File: src/rtl/spi_slave_shift_if.sv
// Parallel-side handshake bundle of the SPI target character engine:
// transmit buffer write port and receive data port.
interface spi_slave_shift_if #(
    parameter int MAX_CHAR = 32
) ();
    logic [MAX_CHAR-1:0] tx_data;
    logic                tx_valid;
    logic                tx_ready;
    logic [MAX_CHAR-1:0] rx_data;
    logic                rx_valid;
    logic                rx_ready;

    modport slave (
        input  tx_data, tx_valid, rx_ready,
        output tx_ready, rx_data, rx_valid
    );

    modport master (
        output tx_data, tx_valid, rx_ready,
        input  tx_ready, rx_data, rx_valid
    );
endinterface

File: src/rtl/spi_slave_shift.sv
// SPI target character engine: oversamples sclk/cs_n/mosi in the clk domain,
// deserialises 1..MAX_CHAR-bit characters and serialises a buffered TX word.
module spi_slave_shift #(
    parameter int MAX_CHAR      = 32,
    parameter int CHAR_LEN_BITS = 5
) (
    input  logic                     clk,
    input  logic                     rst,
    input  logic [CHAR_LEN_BITS-1:0] i_len,
    input  logic                     i_lsb,
    input  logic                     i_rx_negedge,
    input  logic                     i_tx_negedge,
    spi_slave_shift_if.slave         bus,
    output logic                     o_tip,
    output logic                     o_overrun,
    output logic                     o_underrun,
    input  logic                     i_sclk,
    input  logic                     i_cs_n,
    input  logic                     i_mosi,
    output logic                     o_miso,
    output logic                     o_miso_oe
);
    localparam int CW = CHAR_LEN_BITS + 1;

    typedef enum logic [1:0] {S_IDLE, S_START, S_ACTIVE} state_t;

    state_t                   r_state;
    state_t                   w_state_next;
    logic [2:0]               r_sclk_sync;
    logic [1:0]               r_cs_sync;
    logic [1:0]               r_mosi_sync;
    logic [CW-1:0]            r_n;
    logic                     r_lsb;
    logic                     r_rx_neg;
    logic                     r_tx_neg;
    logic [CW-1:0]            r_cnt;
    logic [CHAR_LEN_BITS-1:0] r_tx_idx;
    logic [CHAR_LEN_BITS-1:0] r_rx_idx;
    logic [MAX_CHAR-1:0]      r_tx_shift;
    logic [MAX_CHAR-1:0]      r_rx_shift;
    logic [MAX_CHAR-1:0]      r_buf;
    logic                     r_buf_full;
    logic [MAX_CHAR-1:0]      r_rx_data;
    logic                     r_rx_valid;
    logic                     r_overrun;
    logic                     r_underrun;

    logic                     w_pos, w_neg, w_cs_high;
    logic                     w_rx_edge, w_tx_edge;
    logic                     w_active, w_sample, w_complete, w_tx_adv, w_load;
    logic                     w_rx_accept;
    logic [CW-1:0]            w_n_new;
    logic [MAX_CHAR-1:0]      w_rx_word;

    assign w_pos       = r_sclk_sync[1] & ~r_sclk_sync[2];
    assign w_neg       = ~r_sclk_sync[1] & r_sclk_sync[2];
    assign w_cs_high   = r_cs_sync[1];
    assign w_rx_edge   = r_rx_neg ? w_neg : w_pos;
    assign w_tx_edge   = r_tx_neg ? w_neg : w_pos;
    assign w_active    = (r_state == S_ACTIVE) && !w_cs_high;
    assign w_sample    = w_active && w_rx_edge;
    assign w_complete  = w_sample && (r_cnt == CW'(1));
    // TX only advances once the current character has had a bit sampled,
    // so the same rule serves both sample-first and shift-first phases.
    assign w_tx_adv    = w_active && w_tx_edge && (r_cnt != r_n) && (r_cnt != '0);
    assign w_load      = ((r_state == S_START) && !w_cs_high) || w_complete;
    assign w_rx_accept = !r_rx_valid || bus.rx_ready;
    assign w_n_new     = (i_len == '0) ? CW'(MAX_CHAR) : {1'b0, i_len};

    always_comb begin
        w_rx_word           = r_rx_shift;
        w_rx_word[r_rx_idx] = r_mosi_sync[1];
    end

    // NOTE: state registers use non-blocking assignment so every flop
    // samples pre-edge values regardless of process ordering.
    always_ff @(posedge clk or posedge rst) begin
        if (rst) begin
            r_state     <= S_IDLE;
            r_sclk_sync <= '0;
            r_cs_sync   <= '1;
            r_mosi_sync <= '0;
        end else begin
            r_state     <= w_state_next;
            r_sclk_sync <= {r_sclk_sync[1:0], i_sclk};
            r_cs_sync   <= {r_cs_sync[0], i_cs_n};
            r_mosi_sync <= {r_mosi_sync[0], i_mosi};
        end
    end

    // NOTE: next state is defaulted first so no path leaves it unassigned
    // and no latch is inferred.
    always_comb begin
        w_state_next = r_state;
        if (w_cs_high) begin
            w_state_next = S_IDLE;
        end else begin
            case (r_state)
                S_IDLE:   w_state_next = S_START;
                S_START:  w_state_next = S_ACTIVE;
                S_ACTIVE: w_state_next = S_ACTIVE;
                default:  w_state_next = S_IDLE;
            endcase
        end
    end

    always_ff @(posedge clk or posedge rst) begin
        if (rst) begin
            r_n        <= CW'(MAX_CHAR);
            r_lsb      <= 1'b0;
            r_rx_neg   <= 1'b0;
            r_tx_neg   <= 1'b0;
            r_cnt      <= '0;
            r_tx_idx   <= '0;
            r_rx_idx   <= '0;
            r_tx_shift <= '0;
            r_rx_shift <= '0;
            r_buf      <= '0;
            r_buf_full <= 1'b0;
            r_rx_data  <= '0;
            r_rx_valid <= 1'b0;
            r_overrun  <= 1'b0;
            r_underrun <= 1'b0;
        end else begin
            r_overrun  <= w_complete && !w_rx_accept;
            r_underrun <= w_load && !r_buf_full;

            if (w_sample) begin
                r_rx_shift <= w_rx_word;
                r_rx_idx   <= r_lsb ? r_rx_idx + CHAR_LEN_BITS'(1) : r_rx_idx - CHAR_LEN_BITS'(1);
                r_cnt      <= r_cnt - CW'(1);
            end
            if (w_tx_adv) begin
                r_tx_idx <= r_lsb ? r_tx_idx + CHAR_LEN_BITS'(1) : r_tx_idx - CHAR_LEN_BITS'(1);
            end

            // A load overrides the per-bit updates above on a completion cycle.
            if (w_load) begin
                r_n        <= w_n_new;
                r_lsb      <= i_lsb;
                r_rx_neg   <= i_rx_negedge;
                r_tx_neg   <= i_tx_negedge;
                r_cnt      <= w_n_new;
                r_rx_idx   <= i_lsb ? '0 : CHAR_LEN_BITS'(w_n_new - CW'(1));
                r_tx_idx   <= i_lsb ? '0 : CHAR_LEN_BITS'(w_n_new - CW'(1));
                r_rx_shift <= '0;
                r_tx_shift <= r_buf_full ? r_buf : '0;
            end

            if (w_load && r_buf_full) begin
                r_buf_full <= 1'b0;
            end else if (bus.tx_valid && !r_buf_full) begin
                r_buf      <= bus.tx_data;
                r_buf_full <= 1'b1;
            end

            if (w_complete && w_rx_accept) begin
                r_rx_data  <= w_rx_word;
                r_rx_valid <= 1'b1;
            end else if (r_rx_valid && bus.rx_ready) begin
                r_rx_valid <= 1'b0;
            end
        end
    end

    assign bus.tx_ready = ~r_buf_full;
    assign bus.rx_data  = r_rx_data;
    assign bus.rx_valid = r_rx_valid;
    assign o_tip        = (r_state == S_ACTIVE);
    assign o_miso_oe    = (r_state == S_ACTIVE);
    assign o_miso       = (r_state == S_ACTIVE) && r_tx_shift[r_tx_idx];
    assign o_overrun    = r_overrun;
    assign o_underrun   = r_underrun;
endmodule

File: src/flat_wrapper.sv
// flat-port wrapper written by rule: the top's interface ports become plain ports
module spi_slave_shift_flat 
#(
    parameter int MAX_CHAR      = 32,
    parameter int CHAR_LEN_BITS = 5
)
  (clk, rst, i_len, i_lsb, i_rx_negedge, i_tx_negedge, o_tip, o_overrun, o_underrun, i_sclk, i_cs_n, i_mosi, o_miso, o_miso_oe, bus_tx_data, bus_tx_valid, bus_rx_ready, bus_tx_ready, bus_rx_data, bus_rx_valid);
  spi_slave_shift_if #(.MAX_CHAR(MAX_CHAR)) bus_i ();
  input  logic clk;
  input  logic rst;
  input  logic [CHAR_LEN_BITS-1:0] i_len;
  input  logic i_lsb;
  input  logic i_rx_negedge;
  input  logic i_tx_negedge;
  output logic o_tip;
  output logic o_overrun;
  output logic o_underrun;
  input  logic i_sclk;
  input  logic i_cs_n;
  input  logic i_mosi;
  output logic o_miso;
  output logic o_miso_oe;
  input wire logic [$bits(bus_i.tx_data)-1:0] bus_tx_data;
  input wire logic [$bits(bus_i.tx_valid)-1:0] bus_tx_valid;
  input wire logic [$bits(bus_i.rx_ready)-1:0] bus_rx_ready;
  output wire logic [$bits(bus_i.tx_ready)-1:0] bus_tx_ready;
  output wire logic [$bits(bus_i.rx_data)-1:0] bus_rx_data;
  output wire logic [$bits(bus_i.rx_valid)-1:0] bus_rx_valid;
  assign bus_i.tx_data = bus_tx_data;
  assign bus_i.tx_valid = bus_tx_valid;
  assign bus_i.rx_ready = bus_rx_ready;
  assign bus_tx_ready = bus_i.tx_ready;
  assign bus_rx_data = bus_i.rx_data;
  assign bus_rx_valid = bus_i.rx_valid;
  spi_slave_shift #(.MAX_CHAR(MAX_CHAR), .CHAR_LEN_BITS(CHAR_LEN_BITS)) u_core (.clk(clk), .rst(rst), .i_len(i_len), .i_lsb(i_lsb), .i_rx_negedge(i_rx_negedge), .i_tx_negedge(i_tx_negedge), .bus(bus_i), .o_tip(o_tip), .o_overrun(o_overrun), .o_underrun(o_underrun), .i_sclk(i_sclk), .i_cs_n(i_cs_n), .i_mosi(i_mosi), .o_miso(o_miso), .o_miso_oe(o_miso_oe));
endmodule
File: config.mk
export PLATFORM = sky130hd
export DESIGN_NAME = spi_slave_shift_flat
export DESIGN_NICKNAME = d
export VERILOG_FILES = /design/src/rtl/spi_slave_shift_if.sv /design/src/rtl/spi_slave_shift.sv /design/src/flat_wrapper.sv
export SDC_FILE = /design/constraint.sdc
export NUM_CORES = 1
export LEC_CHECK = 0
export BUFFER_PORTS_ARGS = -buffer_cell sky130_fd_sc_hd__buf_2
export CELL_PAD_IN_SITES_DETAIL_PLACEMENT = 0
export CELL_PAD_IN_SITES_GLOBAL_PLACEMENT = 1
export CORE_MARGIN = 2
export CORE_UTILIZATION = 35
export DETAILED_ROUTE_END_ITERATION = 8
export HOLD_SLACK_MARGIN = 0.06
export PLACE_DENSITY_LB_ADDON = 0.1
export SLEW_MARGIN = 20
export SYNTH_ARGS = -nofsm -noshare
export SYNTH_HDL_FRONTEND = slang
export SYNTH_SLANG_ARGS = --single-unit
export TNS_END_PERCENT = 30
File: constraint.sdc
create_clock -name clk -period 6.01 [get_ports clk]
set_input_delay 0.9015 -clock clk [delete_from_list [all_inputs] [get_ports clk]]
set_output_delay 0.9015 -clock clk [all_outputs]
set_load 0.1 [all_outputs]
==> impl_metrics.py <==
metrics = {
    "timing": {
        "finalCritPeriodShare": 0.574,
        "setup_tns_ns": 0,
        "fmax_mhz": 290,
        "final_hold_viol_count": 0,
        "maxSlewHeadroom": 0.426,
        "tightest_slew_ns": 0.861,
        "slew_violations": 0,
        "setup_viol": 0,
        "fin_crit_ns": 3.45,
        "rsz0062_at_grt": "false",
        "fin_skew_ns": 0.0117,
    },
    "final_layout": {
        "mostFrequentLayoutCell": "dfrtp_1",
        "layout_common_cells": "163 x dfrtp_1, 136 x nand2_1, 85 x buf_2",
        "finalCoreUtilization": 0.412,
        "num_antenna_cells": 0,
        "drive_gt1_frac": 0.217,
        "syn_to_final_growth_pct": 15.1,
        "final_nets": 874,
    },
    "floorplanning": {
        "start_util": 0.358,
        "ios": 86,
        "die_area_um2": 23600,
        "row_count": 54,
        "die_height_um": 154,
        "core_um2": 21900,
        "die_x_um": 154,
    },
    "grt": {
        "grt_antenna_before_repair": 0,
        "grt_pass1_wl_um": 30700,
        "grt_pass1_vias": 5845,
        "grtUsageTotal": 0.161,
        "overflow": 0,
        "grt_max_degree": 112,
    },
    "detailed_routing": {
        "routedWlPerCell_um": 16.4,
        "ant_nets": 0,
        "drt-initial-drc-count": 332,
        "vias": 5560,
        "remaining_drc_errors": 0,
        "wirelength_um": 18100,
        "viasPerCell": 5.03,
        "dr.pass1.iters": 4,
    },
    "synthesis": {
        "ys_seq_elements": 166,
        "synth_seq_area_share": 0.530,
        "yosysWarnings": 0,
        "synth_edf_count": 0,
        "syn_area_um2": 7840,
        "synth_flop_cell": "dfrtp_1",
        "syn-num-nets": 817,
        "synth_cell_types": 55,
        "async_reset_ff_frac": 1.00,
        "syn_avg_cell_area_um2": 10.4,
        "synthCells": 755,
    },
    "clock_network": {
        "cts.sinks": 166,
        "cts_hold_buf": 0,
        "cts_tree": "yes",
        "cts-root-buf": "clkbuf_16",
        "post-cts-setup-buffers": 0,
        "clockBufferDepth": 2,
        "cts_made_buffers": 17,
        "clock_latency_ns": 0.44,
        "clkSlewWorstSetupHoldPaths_ns": 0.07,
        "cts_resized": 0,
        "htree_levels": 4,
    },
    "power": {
        "leakage_nw": 4.15,
        "power_density_nw_per_um2": 493,
        "ir_drop_mv": 0.188,
    },
    "hold_path": {
        "hold_class": "flop to flop",
        "hold_depth": 0,
        "hp-start": "u_core.r_cs_sync[0]",
        "holdPathEnd": "u_core.r_cs_sync[1]",
    },
    "setup_path": {
        "cp_top_family": "compound AO/OA/AOI/OAI gates",
        "path_cells": "mux4_2 > nor2b_1 > a211oi_1 > a211o_1 > a21boi_0 > buf_2",
        "start_kind": "flop",
        "crit_type": "flop to primary output",
        "r2r_cells": 7,
        "r2r_end": "u_core.r_rx_shift[16]",
        "crit_arrival_ns": 2.55,
        "critPathMaxFanout": 10,
        "worst_ep_required_time_ns": 5.11,
        "path_buf_inv": 1,
        "reg2reg_slack_ns": 3.14,
        "r2r_start": "u_core.r_state[0]",
        "slowest_stage": "dfrtp_1",
        "max_stage_delay_ns": 0.54,
        "end_kind": "primary output",
    },
    "run": {
        "drv_cap": 0,
    },
    "placed_design": {
        "io_buffers": 85,
        "place_congestion": 0.777,
        "post-dp-hpwl_um": 11800,
    },
    "status": {
        "status": "finished, final reports clean",
    },
}
## through the flow
step                      setup WS [ns]  power, mW  hold slack [ns]  instance area (um2)  std cells
after detailed placement           2.98       3.39            0.340                 8410       1072
after global routing               2.33       4.77            0.366                 9030       1105
final                              2.56       4.45            0.356                 9030       1105
after global placement             2.95       3.34            0.343                 8410       1072
after CTS                          2.50       4.50            0.358                 9000       1104
after floorplan                   0.623       3.02            0.331                 7840        755
## layer usage
layer / track usage / wire length, um / vias up
met5: 0 / 0 / -
met4: 0.0498 / 291 / 0
met3: 0.0321 / 604 / 19
met2: 0.267 / 8800 / 111
met1: 0.213 / 8370 / 2717
li1: - / - / 2713
## worst max-delay path by stage
stage	start	end	slack, ns	depth (start not counted)
5_1_grt	u_core.r_tx_idx[1]	o_miso	2.33	6
3_3_place_gp	u_core.r_tx_idx[1]	o_miso	2.95	6
6_report	u_core.r_tx_idx[1]	o_miso	2.56	6
3_5_place_dp	u_core.r_tx_idx[1]	o_miso	2.98	6
2_1_floorplan	rst	u_core.bus.rx_data[0]	0.62	1
4_1_cts	u_core.r_tx_idx[1]	o_miso	2.50	6
## registers in the layout (all words and copies together) (netlist names), 2 cells and up
signal	flops
u_core.bus.rx_data	32
u_core.r_buf	32
u_core.r_cnt	6
u_core.r_cs_sync	2
u_core.r_mosi_sync	2
u_core.r_n	6
u_core.r_rx_idx	5
u_core.r_rx_shift	32
u_core.r_sclk_sync	3
u_core.r_state	2
u_core.r_tx_idx	5
u_core.r_tx_shift	32
## final cells by class
| class | instances | area, um2 |
|---|---|---|
| Sequential cell | 166 | 4160 |
| Clock inverter | 15 | 165 |
| Inverter | 33 | 131 |
| Fill cell | 2194 | 12900 |
| Tap cell | 280 | 350 |
| Multi-Input combinational cell | 503 | 3320 |
| Clock buffer | 17 | 425 |
| Timing Repair Buffer | 91 | 483 |
## synthesized netlist by cell type (all sizes together), types with 2 or more instances
cell type	count	area share
mux2	35	0.050
xor2	3	0.0034
xnor2	12	0.013
o211ai	2	0.0019
mux2i	36	0.046
a211oi	4	0.0038
nand2	137	0.066
a21oi	28	0.018
mux4	8	0.023
a22o	13	0.015
nor3	5	0.0032
nand3	40	0.026
ha	13	0.021
a21boi	2	0.0019
a22oi	2	0.0019
nor3b	6	0.0057
and2	2	0.0019
buf	22	0.017
or3	5	0.0040
nor2b	6	0.0048
nand4	2	0.0016
dfrtp	163	0.52
inv	33	0.016
fa	2	0.0051
o22ai	22	0.018
clkbuf	31	0.015
nand3b	4	0.0038
dfstp	3	0.010
nor2	28	0.013
o21ai	55	0.035
nand2b	7	0.0056
a21o	6	0.0057
a31oi	3	0.0024
## worst register-to-register path, stage by stage (launching register included)
cell	delay (ns)
dfrtp_1	0.35
inv_1	0.06
ha_1	0.26
nor2b_1	0.20
o2111ai_4	0.18
and2_4	0.77
nand3_2	0.60
o22ai_1	0.35
## where the power goes
part | internal (mW) | switching [mW]
clock | 0.591 | 0.510
sequential | 1.52 | 0.350
combinational | 0.603 | 0.881
total | 2.71 | 1.74
## logic make-up after synthesis
logic type                 Yosys count  synth area share
muxes                               79             0.119
AOI/OAI and AO/OA                  147             0.117
buffers and inverters               86            0.0480
DFF                                166             0.530
and+or+nand+nor                    247             0.143
adders and majority gates           15            0.0259
xor gates and xnor gates            15            0.0168
No activity file was read; power rests on OpenSTA's default activity.
